[config.mk]
export PLATFORM = sky130hd
export DESIGN_NAME = i2s_dac_tx
export DESIGN_NICKNAME = d
export VERILOG_FILES = /design/src/rtl/i2s_dac_tx.sv
export SDC_FILE = /design/constraint.sdc
export NUM_CORES = 1
export LEC_CHECK = 0
export ABC_CLOCK_PERIOD_IN_PS = 1800
export BUFFER_PORTS_ARGS = -buffer_cell sky130_fd_sc_hd__buf_2
export CAP_MARGIN = 25
export CORE_ASPECT_RATIO = 1.5
export CORE_MARGIN = 4
export CORE_UTILIZATION = 53
export DETAILED_ROUTE_END_ITERATION = 10
export HOLD_SLACK_MARGIN = 0.1
export PLACE_DENSITY = 0.81
export SLEW_MARGIN = 20
export SYNTH_ARGS = -nofsm -noshare
export SYNTH_HDL_FRONTEND = slang
export SYNTH_SLANG_ARGS = --single-unit
[constraint.sdc]
create_clock -name clk -period 1.8 [get_ports clk]
set_input_delay 0.18 -clock clk [delete_from_list [all_inputs] [get_ports clk]]
set_output_delay 0.18 -clock clk [all_outputs]
set_load 0.05 [all_outputs]
[src/rtl/i2s_dac_tx.sv]
// i2s_dac_tx: I2S transmitter for the codec DAC path.
// Takes parallel stereo samples through a single-entry holding register and
// serializes them as BCLK/LRCLK/SDATA. Left channel is sent while LRCLK=0, and
// each MSB goes out one BCLK after the LRCLK edge. The block reports underrun
// (a frame loaded with no fresh sample) and overrun (a sample written over an
// unread one).
module i2s_dac_tx #(
  parameter int BCLK_DIV = 4,
  parameter int SAMPLE_W = 16,
  parameter int SLOT_W   = 32
) (
  input  logic                clk,
  input  logic                rst,
  input  logic                VALID,
  input  logic [SAMPLE_W-1:0] left_in,
  input  logic [SAMPLE_W-1:0] right_in,
  output logic                sample_req,
  output logic                underrun,
  output logic                overrun,
  output logic                BCLK,
  output logic                LRCLK,
  output logic                SDATA
);

  localparam int DIV_W = $clog2(BCLK_DIV);
  localparam int CNT_W = $clog2(2 * SLOT_W);
  localparam logic [DIV_W-1:0] DIV_TC   = DIV_W'(BCLK_DIV - 1);
  localparam logic [CNT_W-1:0] CNT_LAST = CNT_W'(2 * SLOT_W - 1);
  localparam logic [CNT_W-1:0] SLOT_C   = CNT_W'(SLOT_W);
  localparam logic [CNT_W-1:0] SAMP_C   = CNT_W'(SAMPLE_W);

  logic [DIV_W-1:0]    r_div;
  logic                r_bclk;
  logic [CNT_W-1:0]    r_bit_cnt;
  logic                r_lrclk;
  logic                r_sdata;
  logic                r_sample_req;
  logic                r_underrun;
  logic                r_overrun;
  logic                r_hold_full;
  logic [SAMPLE_W-1:0] r_hold_l;
  logic [SAMPLE_W-1:0] r_hold_r;
  logic [SAMPLE_W-1:0] r_left_dat;
  logic [SAMPLE_W-1:0] r_right_dat;
  logic [SAMPLE_W-1:0] r_sh;

  logic                w_div_tc;
  logic                w_fall;
  logic [CNT_W-1:0]    w_b_next;
  logic                w_load;
  logic                w_slot;
  logic [CNT_W-1:0]    w_pos;
  logic [SAMPLE_W-1:0] w_left_new;
  logic [SAMPLE_W-1:0] w_right_new;

  // Bit-clock timing, next bit position and the data a frame load would latch.
  // At a load, a same-cycle VALID takes priority over the holding register.
  always_comb begin
    w_div_tc = (r_div == DIV_TC);
    w_fall   = w_div_tc && r_bclk;
    w_b_next = (r_bit_cnt == CNT_LAST) ? '0 : r_bit_cnt + CNT_W'(1);
    w_load   = w_fall && (w_b_next == '0);
    w_slot   = (w_b_next >= SLOT_C);
    w_pos    = w_slot ? (w_b_next - SLOT_C) : w_b_next;
    if (VALID) begin
      w_left_new  = left_in;
      w_right_new = right_in;
    end else if (r_hold_full) begin
      w_left_new  = r_hold_l;
      w_right_new = r_hold_r;
    end else begin
      w_left_new  = r_left_dat;
      w_right_new = r_right_dat;
    end
  end

  // Divider, serializer, holding register and status pulses.
  always_ff @(posedge clk) begin
    if (rst) begin
      r_div        <= '0;
      r_bclk       <= 1'b0;
      r_bit_cnt    <= CNT_LAST;
      r_lrclk      <= 1'b1;
      r_sdata      <= 1'b0;
      r_sample_req <= 1'b0;
      r_underrun   <= 1'b0;
      r_overrun    <= 1'b0;
      r_hold_full  <= 1'b0;
      r_hold_l     <= '0;
      r_hold_r     <= '0;
      r_left_dat   <= '0;
      r_right_dat  <= '0;
      r_sh         <= '0;
    end else begin
      r_sample_req <= 1'b0;
      r_underrun   <= 1'b0;
      r_overrun    <= 1'b0;

      if (w_div_tc) begin
        r_div  <= '0;
        r_bclk <= ~r_bclk;
      end else begin
        r_div <= r_div + DIV_W'(1);
      end

      // Position 0 of each slot preloads the serializer; the next fall event
      // sends the MSB. At b=0 this uses the freshly latched left sample.
      if (w_fall) begin
        r_bit_cnt <= w_b_next;
        r_lrclk   <= w_slot;
        if (w_pos == '0) begin
          r_sdata <= 1'b0;
          r_sh    <= w_slot ? r_right_dat : w_left_new;
        end else if (w_pos <= SAMP_C) begin
          r_sdata <= r_sh[SAMPLE_W-1];
          r_sh    <= {r_sh[SAMPLE_W-2:0], 1'b0};
        end else begin
          r_sdata <= 1'b0;
        end
      end

      // A frame load drains the holding register. If nothing is waiting, the
      // previous sample pair is sent again and underrun is flagged.
      if (w_load) begin
        r_sample_req <= 1'b1;
        r_hold_full  <= 1'b0;
        r_left_dat   <= w_left_new;
        r_right_dat  <= w_right_new;
        if (!VALID && !r_hold_full) begin
          r_underrun <= 1'b1;
        end
      end else if (VALID) begin
        r_hold_l    <= left_in;
        r_hold_r    <= right_in;
        r_hold_full <= 1'b1;
        if (r_hold_full) begin
          r_overrun <= 1'b1;
        end
      end
    end
  end

  assign BCLK       = r_bclk;
  assign LRCLK      = r_lrclk;
  assign SDATA      = r_sdata;
  assign sample_req = r_sample_req;
  assign underrun   = r_underrun;
  assign overrun    = r_overrun;

endmodule

Yosys cells after proc, flatten, opt, wreduce, memory -nomap -nowiden
Cells that the tools add are included.
Word-level totals
  flip-flop bits (word level): 95
  output and inout port bits: 6
Cells by class
  add/sub/neg operators: 3
  reductions and logical operators: 16
  muxes and demuxes: 14
  equality and inequality tests: 2
  bitwise logic cells: 3
  magnitude comparators: 2
Operators with widths (number)
  16-bit two-way mux: 7
  6-bit logical NOT: 2
  6-bit two-way mux: 2
  6-bit by 1-bit adder with 6-bit output, second input constant: 1
  6-bit equality test, second input constant: 1
  6-bit >= comparator, second input constant: 1
  6-bit by 5-bit <= comparator with 1-bit output, second input constant: 1
  2-bit AND reduction: 3
  2-bit OR reduction: 3
  6-bit subtractor, second input constant: 1
  1-bit two-way mux: 5
  2-bit nonzero test: 2
  1-bit logical AND: 3
  1-bit NOT: 3
  3-bit OR reduction: 1
  2-bit by 1-bit adder with 2-bit output, second input constant: 1
  2-bit equality test, second input constant: 1
  1-bit logical NOT: 2

Depth between registers and ports, before layout
Gate-level depths: netlist (run 1).
  word-level depth: 7
  gate-level depth with buffers: 8
  depth with buffers taken out: 6

Least setup slack after synthesis (run 1)
OpenSTA, ideal clock, no wires.
  path kind: register to register
  start: reg r_bit_cnt[5]
  end: reg r_hold_l[0]
  data required time: 1.672 ns
  period minus slack after synthesis: 2.135 ns
  setup slack: -0.335 ns
  arrival: 2.007 ns
  cell stages (with the launch flop): 9
  path buffers: 3
  path through: dfxtp_1 > clkbuf_1 > nand3_1 > o31a_1 > buf_2 > o21ai_4 > buf_6 > mux2i_1 > nor2_1
On the way
  word-level cells in the longest chain between the ends: 6
  elaborated cells on any way between the ends: 7
  classes of those cells: add/sub (1); eq/ne (1); mux (1); bitwise (1); reduce/logical (3)
RTL lines
  from (decl): RTL line 34  | logic [CNT_W-1:0] r_bit_cnt;
  from (signal assigned): RTL line 109  | r_bit_cnt <= w_b_next;
  6-bit by 1-bit adder with 6-bit output / 6-bit equality test (equally long branches): RTL line 61  | w_b_next = (r_bit_cnt == CNT_LAST) ? '0 : r_bit_cnt + CNT_W'(1);
  6-bit two-way mux (*): RTL line 61
  6-bit logical NOT (*): RTL line 62  | w_load = w_fall && (w_b_next == '0);
  1-bit logical AND (*): RTL line 62
  1-bit NOT (no source line) (*)
  2-bit AND reduction (no source line) (*)
  to (signal assigned): RTL line 133  | r_hold_l <= left_in;
  to (decl): RTL line 41  | logic [SAMPLE_W-1:0] r_hold_l;
Every way passes the cells marked *; elsewhere a longest branch is shown, timed or not.
A chain may end at the register's enable or synchronous reset.

Final worst setup path (run 1)
  start: reg r_bit_cnt[4]
  end: reg r_right_dat[2]
On the way
  word-level cells in the longest chain between the ends: 5
  elaborated cells on any way between the ends: 6
  classes of those cells: add/sub (1); eq/ne (1); mux (1); reduce/logical (3)
RTL lines
  6-bit by 1-bit adder with 6-bit output / 6-bit equality test (equally long branches): RTL line 61
  6-bit two-way mux (*): RTL line 61
  6-bit logical NOT (*): RTL line 62
  1-bit logical AND (*): RTL line 62
  2-bit AND reduction (no source line) (*)
  to (signal assigned): RTL line 128  | r_right_dat <= w_right_new;
  to (decl): RTL line 44  | logic [SAMPLE_W-1:0] r_right_dat;
Marked as above.

==> results of run 1 <==
==> power breakdown <==
part	total (mW)	internal (mW)	switching (mW)
logic	0.500	0.236	0.264
registers	2.17	2.14	0.0342
clock network	1.77	1.00	0.766
total	4.44	3.38	1.06
==> per-layer routing <==
layer  GRT usage  up-vias  routed length (um)
met3      0.0424       40                 534
met5           0        -                   0
li1            -     1798                   -
met2       0.360      142                5850
met1       0.247     1841                4330
met4       0.112        0                 424
==> cells in the final DEF, fill, tap and decap left out, drive strengths merged, types with 7 or more instances in the layout <==
cell | netlist | final
dlygate4sd3 | 0 | 16
buf | 12 | 74
o21ai | 49 | 49
nand2 | 52 | 52
dfxtp | 94 | 94
mux2i | 64 | 64
a211oi | 16 | 16
o221ai | 13 | 13
nor2 | 62 | 62
nand2b | 13 | 13
a21oi | 19 | 19
clkbuf | 24 | 19
nor3 | 7 | 7
==> stage by stage <==
step	setup TNS, ps	instance area, sq um	hold WS, ps	utilization
after floorplan	-906	4220	324	-
after global placement	0	4590	415	0.603
final	-1490	5300	97.8	0.696
after detailed placement	-6.20	4590	433	0.603
after CTS	-14.3	5030	102	0.661
after global routing	-5410	5300	105	0.696
==> what timing repair did <==
action                                  CTS  global route
hold endpoints to repair                 16             0
hold buffers                             16             0
gates resized for setup                   4            19
gates cloned                              0             6
pin swaps                                 0            21
endpoints found under the setup margin    6            63
buffers inserted                          0             6
==> worst paths after layout <==
kind / from / to / cells past startpoint
worst max-delay path: r_bit_cnt[4] / r_right_dat[2] / 7
worst min register to register: r_div[0] / r_div[0] / 1
worst min-delay path: left_in[15] / r_hold_l[15] / 3
worst max register to register: r_bit_cnt[4] / r_right_dat[2] / 7
==> area by class of cell <==
| class | instances | area share |
|---|---|---|
| tap | 102 | 0.0241 |
| clock buffer | 14 | 0.0498 |
| sequential | 94 | 0.358 |
| timing repair buffer | 95 | 0.152 |
| multi-input combinational | 336 | 0.413 |
| inverter | 3 | 0.00213 |
| clock inverter | 1 | 0.000945 |
==> worst reg2reg max path: stages, from the launching register on <==
cell	delay (ps)
dfxtp_1	310
or2_1	240
o31a_1	400
nor3_4	290
buf_6	150
clkbuf_16	140
nor2_1	50
a211oi_1	190
==> state kept, by name, summed over array words and instances, names as in the netlist, 2 cells and up <==
name / flops
r_left_dat: 16
r_div: 2
r_right_dat: 16
r_hold_r: 16
r_sh: 16
r_hold_l: 16
r_bit_cnt: 6
==> cell families (layout without fill, tap and decap cells) <==
| family | count (synthesis) | in the layout | synth area share |
|---|---|---|---|
| AND/OR/NAND/NOR | 153 | 153 | 0.164 |
| AO/OA/AOI/OAI | 116 | 116 | 0.177 |
| flip-flops | 94 | 94 | 0.453 |
| multiplexers | 64 | 64 | 0.154 |
| buffers and inverters | 39 | 113 | 0.0437 |
| adder cells (fa/ha/maj) | 2 | 2 | 0.00602 |
| XOR/XNOR | 1 | 1 | 0.00211 |
==> summary.txt, run 1 <==
Routing
  • WL/cell: 17.3 um
  • Final ANT Viol Nets: 0
  • Detailed-route wire length: about 11 mm
  • Via count: between 3,000 and 4,000
  • Starting DRT DRC Count: 361
  • DRT Pass-1 Iters: 5
  • DRC: 0
  • Via/cell ratio: just under 6

Timing
  • Fin crit share: 1.03
  • Clock Skew: roughly 8.1 ps
  • Fin crit period: around 1900 ps
  • Final Setup Violations: 42
  • Slew headroom: 0.655
  • Pins Over Slew Limit: 0
  • Worst-Margin Slew: a little over 500 ps
  • Final worst setup slack: -61.2 ps
  • Fin. Hold Viols: 0
  • RSZ-0062 raised after global routing: yes
  • Max Freq: 0.537 GHz

Status
  • Failing checks: setup timing
  • Outcome: complete, but fails checks

Clocking
  • Inserted Clock Buffers: 9
  • CTS clk-pin slew, worst paths: 60 ps
  • H-tree levels: 3
  • CTS Root Cell: clkbuf_16
  • Worst-Skew Late Latency: about 340 ps
  • Clock sinks: 94
  • CTS tree: built
  • Max Buffers Root-to-Sink: 2

Logic synthesis
  • Post-synth top area share: 0.453
  • Syn nets: slightly above 500
  • Cell taking the most area after synthesis: dfxtp_1
  • Commonest cells post-synth: dfxtp_1 (94), mux2i_1 (64), nor2_1 (61), nand2_1 (52), o21ai_0 (48)
  • Most frequent cell after synthesis: dfxtp_1
  • Share of async-settable or async-resettable flops after synthesis: 0
  • Syn Area/Cell: approximately 8.9 sq um
  • Top area cells in the synthesized netlist: dfxtp_1 (45%), mux2i_1 (15%), o21ai_0 (5.8%)
  • Main synth FF type: dfxtp_1
  • Synth Instances: between 400 and 500
  • Register area share after synthesis: 0.453
  • Flop and latch count out of synthesis: 94
  • Cell area after synthesis: between 4000 and 5000 sq um
  • Post-synth EDFFs: 0
  • Post-synth cell types: 47
  • Synth Warn #: 0

Place
  • GPL Wtd Cong: ~0.90
  • Post-Place Worst Slack: -6.01 ps
  • Post-Place Cells: ~600
  • Detailed Place HPWL: 6.35 mm
  • Number of port buffers: 40

GRT
  • First-pass GRT wire length: roughly 15 mm
  • Initial antenna violation count: 0
  • Largest net degree at the start of global routing: 41
  • Vias in the first global route: roughly 3,400
  • Tot GR Track Use: 0.211
  • Global route overflow: 0

Critical path
  • CP max stage delay: about 400 ps
  • Max stage delay cell, worst path: o31a_1
  • Critical Path, Cell by Cell: or2_1 > o31a_1 > nor3_4 > buf_6 > clkbuf_16 > nor2_1 > a211oi_1
  • Critical path type: reg -> reg
  • Reg2reg setup slack: -60 ps
  • Critical Path Start Type: flop
  • CP Data Arrival Time: approximately 2100 ps
  • Cell family with most CP delay: compound AO/OA/AOI/OAI gates
  • Required time of the worst setup path: a little over 2000 ps
  • Buf/Inv on CP: 2
  • Worst-path fanout max: 8
  • Crit. End Element: flop

Floorplan
  • Core Region: 7610 sq um
  • Number of core rows: 39
  • Total die area: between 9000 and 10,000 sq um
  • Chip Width: roughly 80 um
  • Die extent in y: approximately 120 um
  • Initial Util: 0.546
  • # IOs: 41

Finish
  • Register area: ~1900 sq um
  • # diodes: 0
  • Share of cells above drive strength 1: 0.208
  • Area of the multi-input gates: roughly 2200 sq um
  • Layout Cells excl Fill: approximately 650
  • Final nets: about 580
  • Area delta synth->final: 27.5%
  • Filler cells: 553

Run
  • Max_cap viols: 0

Power and ir drop
  • Worst vdd ir: 638 uV
  • PwrDens: 838 nW/um^2
  • Leak: approximately 2.2 nW
  • Design Power: 4.44 mW

Min path
  • Hold crit path type: in -> reg
Note: power is estimated with default switching activity, not from simulation.
==> run 2, diff against run 1 <==
--- a/config.mk
+++ b/config.mk
@@ -11,6 +11,7 @@
 export CORE_ASPECT_RATIO = 1.5
 export CORE_MARGIN = 4
 export CORE_UTILIZATION = 53
+export CTS_BUF_LIST = sky130_fd_sc_hd__clkbuf_16
 export DETAILED_ROUTE_END_ITERATION = 10
 export HOLD_SLACK_MARGIN = 0.1
 export PLACE_DENSITY = 0.81
==> constraint.sdc (replaced) <==
create_clock -name clk -period 1.8 [get_ports clk]
set_input_delay 0.18 -clock clk [delete_from_list [all_inputs] [get_ports clk]]
set_output_delay 0.18 -clock clk [all_outputs]
set_load 0.01 [all_outputs]
==> summary.txt, run 2 (synthesis gave the netlist of run 1 again) <==
Critical path
  • R2r endpoint: r_hold_r[8]
  • Worst-path fanout max: 15
  • Critical Path, Cell by Cell: or2_1 > o31a_1 > o21ai_4 > buf_12 > mux2i_1 > nor2_1
  • Cell family with most CP delay: compound AO/OA/AOI/OAI gates
  • Worst R2R Path Depth: 6
  • Crit. End Element: flop
  • Reg-to-Reg Start: r_bit_cnt[3]
  • Reg2reg setup slack: -20 ps
  • CP max stage delay: ~360 ps
  • Required time of the worst setup path: roughly 2000 ps
  • Critical path type: reg -> reg
  • Max stage delay cell, worst path: o31a_1
  • CP Data Arrival Time: slightly above 2000 ps
  • Worst path depth: 6
  • Worst Setup EP: r_hold_r[8]
  • Critical Path Start Type: flop
  • Buf/Inv on CP: 1
  • Crit path launch: r_bit_cnt[3]

GRT
  • First-pass GRT wire length: ~15 mm
  • Tot GR Track Use: 0.210
  • Vias in the first global route: between 3,000 and 4,000
  • Largest net degree at the start of global routing: 78
  • Initial antenna violation count: 0
  • Global route overflow: 0

Clocking
  • CTS tree: built
  • Inserted Clock Buffers: 9
  • Clock sinks: 94
  • CTS Root Cell: clkbuf_16
  • Worst-Skew Late Latency: between 300 and 400 ps
  • Max Buffers Root-to-Sink: 2
  • H-tree levels: 3
  • CTS clk-pin slew, worst paths: ~70 ps

Routing
  • Starting DRT DRC Count: ~300
  • Final ANT Viol Nets: 0
  • Via/cell ratio: roughly 5.6
  • DRT Pass-1 Iters: 4
  • DRC: 0
  • Via count: 3,576
  • Detailed-route wire length: roughly 9.7 mm
  • WL/cell: roughly 15 um

Run
  • Max_cap viols: 0

Place
  • Number of port buffers: 40
  • Post-Place Worst Slack: -26.4 ps
  • GPL Wtd Cong: 0.869
  • Post-Place Cells: about 600
  • Detailed Place HPWL: 6.15 mm

Floorplan
  • Die extent in y: 116 um
  • Total die area: around 9300 sq um
  • Initial Util: 0.546
  • Number of core rows: 39
  • Chip Width: 80.3 um
  • Core Region: ~7600 sq um
  • # IOs: slightly above 40

Finish
  • Layout Cells excl Fill: 633
  • # diodes: 0
  • Fin util: 0.669
  • Register area: 1890 sq um
  • Share of cells above drive strength 1: 0.171
  • Final nets: roughly 560
  • Area delta synth->final: 22.6%
  • Commonest non-fill, non-tap cell in the layout: dfxtp_1
  • Area of the multi-input gates: about 2100 sq um
  • Most frequent cells in the layout: dfxtp_1 (92), mux2i_1 (64), nor2_1 (61)
  • Filler cells: between 600 and 700

Power and ir drop
  • Leak: 2.13 nW
  • Internal power component: about 3.4 mW
  • Clock power frac: 0.410
  • Worst vdd ir: roughly 680 uV
  • Flop pwr share: 0.487
  • Combinational share of power: 0.104
  • Sw power: 1.04 mW
  • Design Power: about 4.5 mW
  • PwrDens: slightly below 900 nW/um^2
  • Sw frac: 0.234

Timing
  • Clock Skew: about 6.3 ps
  • RSZ-0062 raised after global routing: yes
  • Max Freq: between 0.5 and 0.6 GHz
  • Slew headroom: 0.671
  • Fin crit period: about 1800 ps
  • Worst-Margin Slew: between 400 and 500 ps
  • Final Setup Violations: 7
  • Final worst setup slack: -21.4 ps
  • Pins Over Slew Limit: 0
  • Fin. Hold Viols: 0
  • Fin crit share: 1.01

Min path
  • Hold crit path type: in -> reg

Status
  • Failing checks: setup timing
  • Outcome: complete, but fails checks
==> run 2: area by class of cell <==
class | count | area share
flip-flops and latches | 94 | 0.371
multi-input cells | 336 | 0.420
repair buffers | 82 | 0.126
clock buffers | 9 | 0.0442
well taps | 102 | 0.0251
inverters | 3 | 0.00221
clock inverters | 7 | 0.0111
==> run 2: how the worst min path moves through the flow <==
stage	startpoint	endpoint	slack, ps	cells after the start
after floorplan	left_in[0]	r_hold_l[0]	320	2
after global placement	r_div[0]	r_div[0]	410	1
after detailed placement	r_div[0]	r_div[0]	430	1
after CTS	right_in[11]	r_hold_r[11]	100	3
after global routing	left_in[3]	r_hold_l[3]	110	3
final	right_in[9]	r_hold_r[9]	100	3
==> run 2: power by group through the flow <==
stage	clock network [mW]	registers (mW)	logic, mW
final	1.83	2.17	0.463
after global routing	1.94	2.17	0.509
after CTS	1.85	2.17	0.449
after detailed placement	0	2.22	0.416
after global placement	0	2.21	0.406
after floorplan	0	2.21	0.287
==> run 2: what timing repair did <==
action                                 in CTS  in global routing
setup endpoints to repair                  16                 61
gates resized for setup                     2                  5
gates cloned                                0                  1
setup buffers                               0                  1
hold buffers                               19                  0
pin swaps                                   2                  1
endpoints found under the hold margin      19                  0
==> run 2: worst register-to-register path: cells and delay by family, from the launching register on <==
family / cells / cell delay [ps]
buffers and inverters: 1 / 220
multiplexers: 1 / 230
flip-flops: 1 / 310
AND/OR/NAND/NOR: 2 / 330
AO/OA/AOI/OAI: 2 / 600
==> run 2: layer usage <==
layer	wire, um	part of all wire	track usage
met5	0	0	0
met3	344	0.035	0.0478
met2	5090	0.52	0.366
met1	3890	0.40	0.236
met4	400	0.041	0.116
==> run 2: metrics by stage <==
stage	hold slack (ps)	cell area, sq um	TNS, ps
6_report	101	5090	-38.2
3_5_place_dp	426	4570	-116
3_3_place_gp	414	4570	0
5_1_grt	107	5090	-2820
2_1_floorplan	324	4220	-295
4_1_cts	102	5040	0
